$ cat config.mk
export PLATFORM = sky130hd
export DESIGN_NAME = gps_acq_scheduler
export DESIGN_NICKNAME = d
export VERILOG_FILES = /design/src/rtl/gps_acq_scheduler.sv
export SDC_FILE = /design/constraint.sdc
export NUM_CORES = 1
export LEC_CHECK = 0
export CAP_MARGIN = 20
export CORE_MARGIN = 2
export CORE_UTILIZATION = 55
export CTS_CLUSTER_SIZE = 20
export DETAILED_ROUTE_END_ITERATION = 10
export PLACE_DENSITY = 0.86
export RECOVER_POWER = 100
export SYNTH_ARGS = -nofsm -noshare
export SYNTH_HDL_FRONTEND = slang
export SYNTH_SLANG_ARGS = --single-unit
$ cat constraint.sdc
create_clock -name clk -period 8.1 [get_ports clk]
set_input_delay 1.62 -clock clk [delete_from_list [all_inputs] [get_ports clk]]
set_output_delay 1.62 -clock clk [all_outputs]
set_load 0.02 [all_outputs]
$ cat src/rtl/gps_acq_scheduler.sv
// GPS acquisition scheduler: sweeps SV x Doppler bins through an external
// correlator, confirms candidate peaks with repeated dwells, and reports locks.
module gps_acq_scheduler #(
    parameter int          NUM_SV      = 32,
    parameter int          DOP_BINS    = 21,
    parameter int          DOP_STEP    = 500,
    parameter logic [15:0] PEAK_THRESH = 16'd4000,
    parameter int          CONFIRM_N   = 2,
    parameter int          DWELL_MAX   = 4096
) (
    input  logic        clk,
    input  logic        rst,
    input  logic        start,
    input  logic        abort,
    output logic        corr_req,
    input  logic        corr_ack,
    output logic [5:0]  corr_sv_id,
    output logic [15:0] corr_doppler,
    input  logic        corr_done,
    input  logic [15:0] corr_peak,
    input  logic [9:0]  corr_code_phase,
    output logic [2:0]  state,
    output logic        busy,
    output logic        lock_valid,
    output logic [31:0] lock_status,
    output logic [5:0]  lock_count,
    output logic        sweep_done
);

    typedef enum logic [2:0] {
        ACQ_IDLE    = 3'b000,
        ACQ_SEARCH  = 3'b001,
        ACQ_CONFIRM = 3'b010,
        ACQ_LOCKED  = 3'b011,
        ACQ_TIMEOUT = 3'b100
    } acq_state_e;

    typedef struct packed {
        logic [5:0]  sv_id;
        logic [15:0] doppler_hz;
        logic [9:0]  code_phase;
    } sat_status_s;

    localparam int BW      = (DOP_BINS > 1) ? $clog2(DOP_BINS) : 1;
    localparam int CW      = $clog2(CONFIRM_N + 1);
    localparam int WW      = $clog2(DWELL_MAX + 1);
    localparam int DOP_MIN = -((DOP_BINS - 1) / 2) * DOP_STEP;

    acq_state_e    r_state, w_next;
    logic [5:0]    r_sv;
    logic [BW-1:0] r_bin;
    logic [CW-1:0] r_conf;
    logic [9:0]    r_cap;
    logic          r_req, r_wait;
    logic [WW-1:0] r_wdog;
    logic [15:0]   r_dop;
    logic          r_lock_valid, r_sweep_done;
    sat_status_s   r_lock_status;
    logic [5:0]    r_lock_count;

    logic          w_expired, w_result, w_peak_ok, w_phase_ok;
    logic [9:0]    w_diff;
    logic          w_last_bin, w_last_sv, w_adv_end;
    logic [5:0]    w_adv_sv, w_nsv;
    logic [BW-1:0] w_adv_bin, w_nbin;
    logic [15:0]   w_ndop;
    logic          w_new_dwell, w_sweep_end, w_capture, w_conf_clr, w_conf_inc;
    logic          w_lock, w_restart;

    // A dwell ends on corr_done, or as a zero-peak failure when the watchdog expires.
    assign w_expired  = r_wait && !corr_done && (r_wdog == WW'(DWELL_MAX - 1));
    assign w_result   = r_wait && (corr_done || w_expired);
    assign w_peak_ok  = corr_done && (corr_peak >= PEAK_THRESH);
    // Code phase wraps at 1023 chips, so 0 and 1022 count as neighbours.
    assign w_diff     = (corr_code_phase >= r_cap) ? (corr_code_phase - r_cap)
                                                   : (r_cap - corr_code_phase);
    assign w_phase_ok = (w_diff <= 10'd1) || (w_diff >= 10'd1022);

    assign w_last_bin = (r_bin == BW'(DOP_BINS - 1));
    assign w_last_sv  = (r_sv == 6'(NUM_SV));
    assign w_adv_sv   = w_last_bin ? 6'(r_sv + 6'd1) : r_sv;
    assign w_adv_bin  = w_last_bin ? '0 : BW'(r_bin + BW'(1));
    assign w_adv_end  = w_last_bin && w_last_sv;
    assign w_ndop     = 16'(DOP_MIN + int'(w_nbin) * DOP_STEP);

    assign state        = r_state;
    assign busy         = (r_state == ACQ_SEARCH) || (r_state == ACQ_CONFIRM) ||
                          (r_state == ACQ_LOCKED);
    assign corr_req     = r_req;
    assign corr_sv_id   = r_sv;
    assign corr_doppler = r_dop;
    assign lock_valid   = r_lock_valid;
    assign lock_status  = r_lock_status;
    assign lock_count   = r_lock_count;
    assign sweep_done   = r_sweep_done;

    // State register.
    always_ff @(posedge clk or posedge rst) begin
        if (rst) r_state <= ACQ_IDLE;
        else     r_state <= w_next;
    end

    // Next state plus one-cycle strobes steering the datapath.
    always_comb begin
        w_next      = r_state;
        w_nsv       = r_sv;
        w_nbin      = r_bin;
        w_new_dwell = 1'b0;
        w_sweep_end = 1'b0;
        w_capture   = 1'b0;
        w_conf_clr  = 1'b0;
        w_conf_inc  = 1'b0;
        w_lock      = 1'b0;
        w_restart   = 1'b0;
        case (r_state)
            ACQ_IDLE, ACQ_TIMEOUT: begin
                if (start) begin
                    w_next      = ACQ_SEARCH;
                    w_nsv       = 6'd1;
                    w_nbin      = '0;
                    w_new_dwell = 1'b1;
                    w_restart   = 1'b1;
                end
            end
            ACQ_SEARCH, ACQ_CONFIRM: begin
                if (w_result) begin
                    if (r_state == ACQ_SEARCH && w_peak_ok) begin
                        w_next      = ACQ_CONFIRM;
                        w_capture   = 1'b1;
                        w_conf_clr  = 1'b1;
                        w_new_dwell = 1'b1;
                    end else if (r_state == ACQ_CONFIRM && w_peak_ok && w_phase_ok) begin
                        if (r_conf == CW'(CONFIRM_N - 1)) begin
                            w_next = ACQ_LOCKED;
                            w_lock = 1'b1;
                        end else begin
                            w_conf_inc  = 1'b1;
                            w_new_dwell = 1'b1;
                        end
                    end else if (w_adv_end) begin
                        w_sweep_end = 1'b1;
                    end else begin
                        w_next      = ACQ_SEARCH;
                        w_nsv       = w_adv_sv;
                        w_nbin      = w_adv_bin;
                        w_new_dwell = 1'b1;
                    end
                end
            end
            ACQ_LOCKED: begin
                // Remaining bins of a locked SV are not searched.
                if (w_last_sv) begin
                    w_sweep_end = 1'b1;
                end else begin
                    w_next      = ACQ_SEARCH;
                    w_nsv       = 6'(r_sv + 6'd1);
                    w_nbin      = '0;
                    w_new_dwell = 1'b1;
                end
            end
            default: w_next = ACQ_IDLE;
        endcase
        if (w_sweep_end)
            w_next = (r_lock_count != 6'd0) ? ACQ_IDLE : ACQ_TIMEOUT;
        if (abort) begin
            w_next      = ACQ_IDLE;
            w_new_dwell = 1'b0;
            w_sweep_end = 1'b0;
            w_capture   = 1'b0;
            w_conf_clr  = 1'b0;
            w_conf_inc  = 1'b0;
            w_lock      = 1'b0;
            w_restart   = 1'b0;
        end
    end

    // Dwell handshake, watchdog and sweep position.
    always_ff @(posedge clk or posedge rst) begin
        if (rst) begin
            r_req  <= 1'b0;
            r_wait <= 1'b0;
            r_wdog <= '0;
            r_sv   <= 6'd0;
            r_bin  <= '0;
            r_dop  <= 16'd0;
        end else if (abort || w_sweep_end) begin
            r_req  <= 1'b0;
            r_wait <= 1'b0;
        end else if (w_new_dwell) begin
            r_req  <= 1'b1;
            r_wait <= 1'b0;
            r_sv   <= w_nsv;
            r_bin  <= w_nbin;
            r_dop  <= w_ndop;
        end else if (r_req && corr_ack) begin
            r_req  <= 1'b0;
            r_wait <= 1'b1;
            r_wdog <= '0;
        end else if (w_result) begin
            r_wait <= 1'b0;
        end else if (r_wait) begin
            r_wdog <= WW'(r_wdog + WW'(1));
        end
    end

    // Candidate capture, confirm counting and lock reporting.
    always_ff @(posedge clk or posedge rst) begin
        if (rst) begin
            r_cap         <= 10'd0;
            r_conf        <= '0;
            r_lock_valid  <= 1'b0;
            r_lock_status <= '0;
            r_lock_count  <= 6'd0;
            r_sweep_done  <= 1'b0;
        end else begin
            r_lock_valid <= w_lock;
            r_sweep_done <= w_sweep_end;
            if (w_capture) r_cap <= corr_code_phase;
            if (w_conf_clr)      r_conf <= '0;
            else if (w_conf_inc) r_conf <= CW'(r_conf + CW'(1));
            if (w_lock) r_lock_status <= '{sv_id: r_sv, doppler_hz: r_dop, code_phase: r_cap};
            if (w_restart)
                r_lock_count <= 6'd0;
            else if (w_lock && r_lock_count != 6'd63)
                r_lock_count <= 6'(r_lock_count + 6'd1);
        end
    end

endmodule

Word level (Yosys, flattened, before mapping)
Index checks and enable logic that the tools add are counted.
{"block": "op_classes", "n_mul": 1, "order_cmp": 4, "addsub": 8, "reduce_logical": 30, "mux": 75, "n_eq_ne": 22, "bitwise_logic": 2}
{"operator": "$mux 6", "n": 9}
{"operator": "$mux 13", "n": 3}
{"operator": "$mux 1", "n": 38}
{"operator": "$mux 5", "n": 7}
{"operator": "$mux 3", "n": 10}
{"operator": "$sub 10x10->10", "n": 2}
{"operator": "$ne 6x6->1 const B", "n": 3}
{"operator": "$pmux 6 s3", "n": 1}
{"operator": "$add 14x15->16 const A", "n": 1}
{"operator": "$ge 16x12->1 const B", "n": 1}
{"operator": "$pmux 5 s3", "n": 1}
{"operator": "$ne 2x2->1 const B", "n": 7}
{"operator": "$add 13x1->13 const B", "n": 1}
{"operator": "$eq 13x12->1 const B", "n": 1}
{"operator": "$add 6x1->6 const B", "n": 2}
{"operator": "$mul 5x7->12 const B", "n": 1}
{"operator": "$ge 10x10->1", "n": 1}
{"operator": "$ge 10x10->1 const B", "n": 1}
{"operator": "$le 10x1->1 const B", "n": 1}
{"operator": "$logic_and 1x1->1", "n": 10}
{"operator": "$mux 10", "n": 1}
{"operator": "$reduce_and 10->1", "n": 1}
{"operator": "$pmux 3 s3", "n": 1}
{"operator": "$ne 4x4->1 const B", "n": 2}
{"operator": "25 further kinds", "n": 36}
{"block": "word_totals", "output_inout_bits": 67, "reg_bits": 97, "wordCells": 157}

Longest topological paths before layout
Gate-level depths: netlist (run 1).
{"block": "logic_depth", "ltp_word": 13, "mapped_depth": 33, "depth_no_buf": 31}

Worst setup path after synthesis (run 1)
Ideal clock, no wire load.
{"block": "synth_path", "path_type": "input-to-reg", "from": "input corr_code_phase[0]", "to": "register r_dop[13], in the netlist corr_doppler[13]", "stages": 33, "path_slack_ps": 197, "t_arrival_ps": 7763, "n_path_buf": 2, "required_ps": 7959, "setup_time_ps": 141, "cell_sequence": "inv_1 ha_1 inv_1 fa_1 a211oi_2 o21ai_2 nand3_1 or3b_1 buf_2 mux2i_1 mux2i_2 or3_1 buf_2 nand4_1 a21o_1 a21oi_1 inv_1 fa_1 fa_1 inv_1 fa_1 inv_1 ha_1 inv_1 nor2_1 nor2_1 o21bai_1 a21oi_1 o21bai_1 a21oi_1 xnor2_1 xnor2_1 o21ai_0"}
{"block": "synth_via", "elab_cells_between_ends": 27, "classes_between": "add/sub (3); mul (1); order compare (3); mux (15); bitwise (1); reduce/logical (4)"}
{"item": "start: declaration", "line_no": "21", "text": "input logic [9:0] corr_code_phase,"}
{"item": "$sub 10x10->10 (tied with other cells)", "line_no": "76", "text": ": (r_cap - corr_code_phase);"}
{"item": "$mux 10 *", "line_no": "75", "text": "assign w_diff = (corr_code_phase >= r_cap) ? (corr_code_phase - r_cap)"}
{"item": "$le 10x1->1 / $ge 10x10->1 (equally long branches)", "line_no": "77", "text": "assign w_phase_ok = (w_diff <= 10'd1) || (w_diff >= 10'd1022);"}
{"item": "$logic_or 1x1->1 *", "line_no": "77"}
{"item": "$logic_and 1x1->1 *", "line_no": "132", "text": "end else if (r_state == ACQ_CONFIRM && w_peak_ok && w_phase_ok) begin"}
{"item": "$mux 5 *", "line_no": "132"}
{"item": "$mux 5 *", "line_no": "127", "text": "if (r_state == ACQ_SEARCH && w_peak_ok) begin"}
{"item": "$mux 5 *", "line_no": "126", "text": "if (w_result) begin"}
{"item": "$pmux 5 s3 *", "line_no": "115", "text": "case (r_state)"}
{"item": "named net w_nbin[4]", "line_no": "65", "text": "logic [BW-1:0] w_adv_bin, w_nbin;"}
{"item": "$mul 5x7->12 *", "line_no": "84", "text": "assign w_ndop = 16'(DOP_MIN + int'(w_nbin) * DOP_STEP);"}
{"item": "$add 14x15->16 *", "line_no": "84"}
{"item": "end signal: assignment", "line_no": "194", "text": "r_dop <= w_ndop;"}
{"item": "end: declaration", "line_no": "56", "text": "logic [15:0] r_dop;"}
The timed path passes the listed nets; every way through them passes the cells marked *.
A chain may end at the register's enable or synchronous reset.

Worst setup path after layout (run 1)
{"block": "layout_path", "from": "input corr_code_phase[2]", "to": "register r_dop[13], in the netlist corr_doppler[13]"}
The elaborated chain is that of the path after synthesis.

==> results of run 1 <==
[repair_timing]
item | in CTS | in global routing
pin swaps | 4 | 31
gates resized for setup | 13 | 34
buffers inserted | 2 | 8
endpoints found under the hold margin | 0 | 0
hold buffers | 0 | 0
setup endpoints to repair | 6 | 8
[synthesized netlist by cell type, types with 10 or more instances]
cell / count
nor3_1: 18
clkbuf_1: 14
a211oi_1: 10
nand4_1: 11
xnor2_1: 30
fa_1: 12
o21ai_0: 53
nor2_1: 52
inv_1: 62
nand2_1: 66
a21o_1: 14
nand2b_1: 10
ha_1: 51
a21oi_1: 30
dfrtp_1: 92
nand3_1: 22
mux2_2: 23
[routing by layer]
metal  track usage (%)  wire [um]
met5                 0          0
met4              13.2        673
met3              5.46        913
met2              49.7       9190
met1              32.7       6960
[flip-flops by register name, indices dropped and copies added, names as in the netlist]
register,flops
lock_status,30
corr_doppler,13
r_wdog,13
r_cap,10
corr_sv_id,6
lock_count,6
r_bin,5
state,3
r_conf,2
corr_req,1
lock_valid,1
r_wait,1
sweep_done,1
[power by group through the flow]
stage	registers [W]	clock network, W	logic [W]
6_report	0.000608	0.000415	0.00117
5_1_grt	0.000620	0.000436	0.00129
4_1_cts	0.000609	0.000418	0.00111
3_5_place_dp	0.000613	0	0.00108
3_3_place_gp	0.000608	0	0.00104
2_1_floorplan	0.000645	0	0.000608
[worst max-delay path by stage]
stage	depth (start not counted)	start	endpoint	slack [ns]
5_1_grt	30	corr_code_phase[3]	corr_doppler[12]	-0.08
3_3_place_gp	32	corr_code_phase[0]	corr_doppler[13]	-0.35
3_5_place_dp	32	corr_code_phase[0]	corr_doppler[14]	-0.58
6_report	29	corr_code_phase[2]	corr_doppler[13]	0.18
2_1_floorplan	33	corr_code_phase[0]	corr_doppler[13]	0.20
4_1_cts	32	corr_code_phase[0]	corr_doppler[14]	0.02
[area by class of cell]
type | count | area (um^2) | area share [%]
Tap cell | 143 | 179 | 2.05
Inverter | 62 | 234 | 2.69
Clock inverter | 6 | 56.3 | 0.646
Clock buffer | 9 | 225 | 2.59
Sequential cell | 92 | 2300 | 26.4
Timing Repair Buffer | 187 | 1620 | 18.6
Multi-Input combinational cell | 537 | 4090 | 47.0
[layout by cell type (no fill, tap or decap), drive strengths merged, types with 30 or more instances in the layout]
cell and n:
nor2 53, xnor2 30, dfrtp 92, dlygate4sd3 64, ha 51, buf 95
inv 65, nand2 67, a21oi 31, o21ai 56
[metrics by stage]
stage	utilization, %	hold slack [ns]	cell area [um^2]	setup WS, ns	power [W]
floorplan	-	0.498	6570	0.197	0.00125
global placement	70.7	0.462	8150	-0.346	0.00165
detailed placement	70.7	0.470	8150	-0.581	0.00170
CTS	73.8	0.485	8500	0.0188	0.00214
global route	75.7	0.503	8710	-0.0829	0.00234
finish	75.7	0.476	8710	0.184	0.00219
[cells by family (layout without fill, tap and decap cells)]
logic type,after synthesis,in the layout,share of synthesized area (%)
DFF,92,92,35.1
and+or+nand+nor,235,235,18.1
buffers and inverters,92,264,6.05
other,1,4,0.0572
adders and majority gates,63,63,13.4
muxes,30,30,5.08
AOI/OAI and AO/OA,167,167,17.1
xor gates and xnor gates,38,38,5.08
[worst max-delay path, delay by kind of cell]
kind                       cells  cell delay [ns]
xor gates and xnor gates       2             0.47
and+or+nand+nor                6             1.09
AOI/OAI and AO/OA              9             1.77
buffers and inverters          5             0.67
muxes                          2             0.41
adders and majority gates      5             2.08
==> flow_summary.json, run 1 <==
{
  "outcome": "finished, violations left",
  "violations": "DRC, capacitance limit, slew limit",
  "leakagePower_nw": 4.23,
  "synth_warnings": 0,
  "r2r_slack_ns": 1.42,
  "synth_largest_area_cell": "dfrtp_1",
  "numCtsBuffers": 9,
  "ioPinCount": 99,
  "worst_path_most_repeated_cell": "inv_1",
  "power_frac_clock_pct": 18.9,
  "hold_viol": 0,
  "tns_ns": 0,
  "dp_hpwl_um": 12900,
  "grt_pass1_wl_um": 29300,
  "initial_core_util_pct": 56.9,
  "timing.final.crit_share_pct": 97.7,
  "dp_cells": 1011,
  "final_max_slew_viol_count": 129,
  "layout-drive-gt1-share_pct": 21.8,
  "ir_drop_v": 0.000224,
  "cp_max_fo": 6,
  "avgSynthCellArea_um2": 9.13,
  "die-area_mm2": 0.0128,
  "hp-class": "register to register",
  "max_stage_delay_ns": 0.50,
  "syn_inst": 718,
  "seq_power_share_pct": 27.7,
  "fmax_mhz": 126,
  "synth-edff-count": 0,
  "detail-route-antenna-nets": 0,
  "grt_max_degree": 59,
  "grt-ovfl-total": 0,
  "crit_type": "input port to register",
  "relSlewSlack_pct": -109,
  "ys.flop_type": "dfrtp_1",
  "drt_first_pass_iters": 8,
  "hold_depth": 2,
  "antenna_found_initial": 0,
  "worstHoldEndpoint": "lock_status[27]",
  "synth.ff_latch_count": 92,
  "fillers": 752,
  "hold_start": "lock_status[27]",
  "crit_path_end_kind": "register",
  "gp_congestion": 0.897,
  "power_density_mw_per_mm2": 252,
  "die_w_um": 113,
  "crit_path_start_kind": "input port",
  "cts.reportedPaths.clkPinSlew_ns": 0.07,
  "cts_max_level": 3,
  "critical_path_arrival_ns": 8.12,
  "finalNonFillerCells": 1036,
  "tightestPinTransition_ns": 3.14,
  "net-switching-power_w": 0.000913,
  "maxCapViolCount": 3,
  "async_flop_share_pct": 100,
  "netlist_area_mm2": 0.00656,
  "cts_tree": "yes",
  "r2r_start": "r_cap[0]",
  "nNetsFinal": 984,
  "r2r-end": "corr_doppler[13]",
  "clkLatencyLatePin_ns": 0.36,
  "via_per_inst": 5.92,
  "coreArea_mm2": 0.0115,
  "drc": 5,
  "worstRegToRegCells": 29,
  "synthToLayoutAreaGrowth_pct": 32.9,
  "finalCriticalPeriod_ns": 7.92,
  "synth_top_cell_area_share_pct": 35.1,
  "yosysSeqAreaShare_pct": 35.1,
  "required_ns": 8.30,
  "detail_route.wl_per_cell_um": 17.1,
  "p_int_w": 0.00128,
  "cts.sinks": 92,
  "drtIter0Drc": 481,
  "vias": 6136,
  "rows": 39,
  "globalRouteTotalUtil_pct": 28.0,
  "cp_slowest_cell": "fa_1",
  "cts-root-buf": "clkbuf_16",
  "switching_share_pct": 41.6,
  "setup_violations": 0,
  "grt_pass1_vias": 6301,
  "p_comb_share_pct": 53.4,
  "die_y_um": 113,
  "synthTopCellsByArea": "dfrtp_1, ha_1, o21ai_0, xnor2_1, mux2_2",
  "insertedDiodeCount": 0,
  "cts.path.max_buffers": 2,
  "clock_skew_ns": 0.0112,
  "wl_um": 17700,
  "port_buffers": 89,
  "ys_types": 76
}
No activity file was read; power rests on OpenSTA's default activity.
==> inputs of run 2 (changes only) <==
--- a/config.mk
+++ b/config.mk
@@ -7,10 +7,10 @@
 export LEC_CHECK = 0
 export CAP_MARGIN = 20
 export CORE_MARGIN = 2
-export CORE_UTILIZATION = 55
+export CORE_UTILIZATION = 51
 export CTS_CLUSTER_SIZE = 20
 export DETAILED_ROUTE_END_ITERATION = 10
-export PLACE_DENSITY = 0.86
+export PLACE_DENSITY = 0.81
 export RECOVER_POWER = 100
 export SYNTH_ARGS = -nofsm -noshare
 export SYNTH_HDL_FRONTEND = slang
==> run 2 against run 1 <==
  * The flow finishes with violations (capacitance limit, slew limit)
  * Clock skew shrank 0.0020 ns
  * Combinational power is essentially flat
  * Sequential power is essentially flat
  * Total power shrank 1.0%
  * First-iteration DRC count shrank 14%
  * Die area grew 7.6%
  * Flip-flop and latch count is the same
  * Critical path type unchanged
  * Largest power group unchanged
==> flow_summary.json, run 2 (same netlist as run 1, synthesis figures left out) <==
{
  "grt_util_met1_pct": 28.8,
  "p_total_w": 0.00217,
  "final_common_cell": "dfrtp_1",
  "rows": 41,
  "cts.sinks": 92,
  "power_density_mw_per_mm2": 250,
  "max_stage_delay_ns": 0.53,
  "grt_use_met2_pct": 45.7,
  "p_comb_share_pct": 53.4,
  "insertedDiodeCount": 0,
  "timing.final.crit_share_pct": 97.3,
  "critical_path_arrival_ns": 8.14,
  "via_per_inst": 5.64,
  "cts.path.max_buffers": 2,
  "crit_path_start_kind": "input port",
  "hold_slack_ns": 0.473,
  "die-area_mm2": 0.0138,
  "crit_path_end_kind": "register",
  "ioPinCount": 99,
  "drt_first_pass_iters": 5,
  "crit_type": "input port to register",
  "port_buffers": 89,
  "clkLatencyLatePin_ns": 0.36,
  "grt-ovfl-total": 0,
  "coreArea_mm2": 0.0126,
  "relSlewSlack_pct": -163,
  "place_area_mm2": 0.00815,
  "grt_pass1_vias": 6111,
  "nNetsFinal": 976,
  "dp_hpwl_um": 12600,
  "final_cell_mix": "dfrtp_1, buf_4, nand2_1, dlygate4sd3_1, inv_1",
  "grt_pass1_wl_um": 28600,
  "outcome": "finished, violations left",
  "die_w_um": 117,
  "fillers": 967,
  "violations": "capacitance limit, slew limit",
  "numCtsBuffers": 9,
  "clock_skew_ns": 0.00919,
  "final_max_slew_viol_count": 117,
  "required_ns": 8.36,
  "tightestPinTransition_ns": 3.94,
  "globalRouteTotalUtil_pct": 25.3,
  "hold_viol": 0,
  "ir_drop_v": 0.000200,
  "cp_slowest_cell": "fa_1",
  "power_frac_clock_pct": 18.5,
  "antenna_found_initial": 0,
  "gp_congestion": 0.878,
  "net-switching-power_w": 0.000888,
  "cts-root-buf": "clkbuf_16",
  "hp-class": "register to register",
  "switching_share_pct": 40.9,
  "fmax_mhz": 127,
  "met3_usage_pct": 5.25,
  "wl_um": 17200,
  "largest_register_ffs": 30,
  "layout-drive-gt1-share_pct": 19.9,
  "drc": 0,
  "synthToLayoutAreaGrowth_pct": 32.5,
  "drtIter0Drc": 413,
  "grt_max_degree": 75,
  "p_int_w": 0.00128,
  "detail-route-antenna-nets": 0,
  "hold_depth": 2,
  "die_y_um": 117,
  "detail_route.wl_per_cell_um": 16.3,
  "worstRegToRegCells": 28,
  "initial_core_util_pct": 52.2,
  "maxCapViolCount": 4,
  "cts.reportedPaths.clkPinSlew_ns": 0.07,
  "cp_max_fo": 6,
  "seq_power_share_pct": 28.0,
  "finalCriticalPeriod_ns": 7.88,
  "cts_max_level": 3,
  "fin_area_mm2": 0.00869,
  "setup_violations": 0,
  "worst_path_most_repeated_cell": "inv_1",
  "cts_tree": "yes",
  "busiest_layer": "met2",
  "vias": 5969,
  "leakagePower_nw": 4.19
}
-- run 2: area by class of cell --
| cell class | count | area [um^2] | share of cell area (%) |
|---|---|---|---|
| sequential | 92 | 2300 | 26.5 |
| timing repair buffer | 179 | 1550 | 17.8 |
| clock buffer | 12 | 246 | 2.84 |
| clock inverter | 4 | 31.3 | 0.360 |
| tap | 172 | 215 | 2.48 |
| inverter | 62 | 234 | 2.69 |
| multi-input combinational | 537 | 4110 | 47.3 |
-- run 2: what timing repair did --
action                                  in CTS  in global routing
buffers inserted                             3                  2
hold buffers                                 0                  0
resized for setup                           12                 48
pin swaps                                   11                 17
endpoints found under the hold margin        0                  0
endpoints found under the setup margin       5                  7
-- run 2: worst paths after layout --
kind,start,to,slack (ns)
worst min-delay path,lock_status[1],lock_status[1],0.47
worst min register to register,lock_status[1],lock_status[1],0.47
max in group asynchronous,rst,corr_req,2.07
worst max-delay path,corr_code_phase[4],corr_doppler[14],0.22
min in group asynchronous,rst,lock_status[5],1.85
worst max register to register,r_cap[1],corr_doppler[14],1.42
-- run 2: metrics by stage --
step                      utilization (%)  instances  setup TNS (ns)  worst slack [ns]
after detailed placement             64.9       1036           -2.50            -0.471
final                                69.1       1058               0             0.218
after global placement               64.9       1036           -1.55            -0.344
after floorplan                         -        721               0             0.197
after global routing                 69.1       1058          -0.128           -0.0741
after CTS                            67.8       1055               0            0.0146
-- run 2: per-layer routing --
layer  wire, um  vias up
li1           -     2851
met1       6900     2898
met2       9050      175
met3        781       45
met4        461        0
met5          0        -
-- run 2: critical path, delay by kind of cell --
kind | cells | cell delay, ns
AO/OA/AOI/OAI | 11 | 2.25
adder cells (fa/ha/maj) | 5 | 2.17
buffers and inverters | 6 | 0.85
XOR/XNOR | 1 | 0.17
AND/OR/NAND/NOR | 6 | 1.09
-- run 2: power groups by stage --
stage               clock network [W]  logic, W  registers [W]
CTS                          0.000407   0.00111       0.000606
floorplan                           0  0.000608       0.000645
global placement                    0   0.00104       0.000606
global route                 0.000425   0.00127       0.000619
finish                       0.000402   0.00116       0.000609
detailed placement                  0   0.00107       0.000613
==> inputs of run 3 (changes only) <==
--- a/config.mk
+++ b/config.mk
@@ -10,8 +10,10 @@
 export CORE_UTILIZATION = 51
 export CTS_CLUSTER_SIZE = 20
 export DETAILED_ROUTE_END_ITERATION = 10
+export HOLD_SLACK_MARGIN = 0.06
 export PLACE_DENSITY = 0.81
 export RECOVER_POWER = 100
+export SLEW_MARGIN = 10
 export SYNTH_ARGS = -nofsm -noshare
 export SYNTH_HDL_FRONTEND = slang
 export SYNTH_SLANG_ARGS = --single-unit
==> results of run 3 <==
Final layout, timing and power as in run 2 (identical DEF).
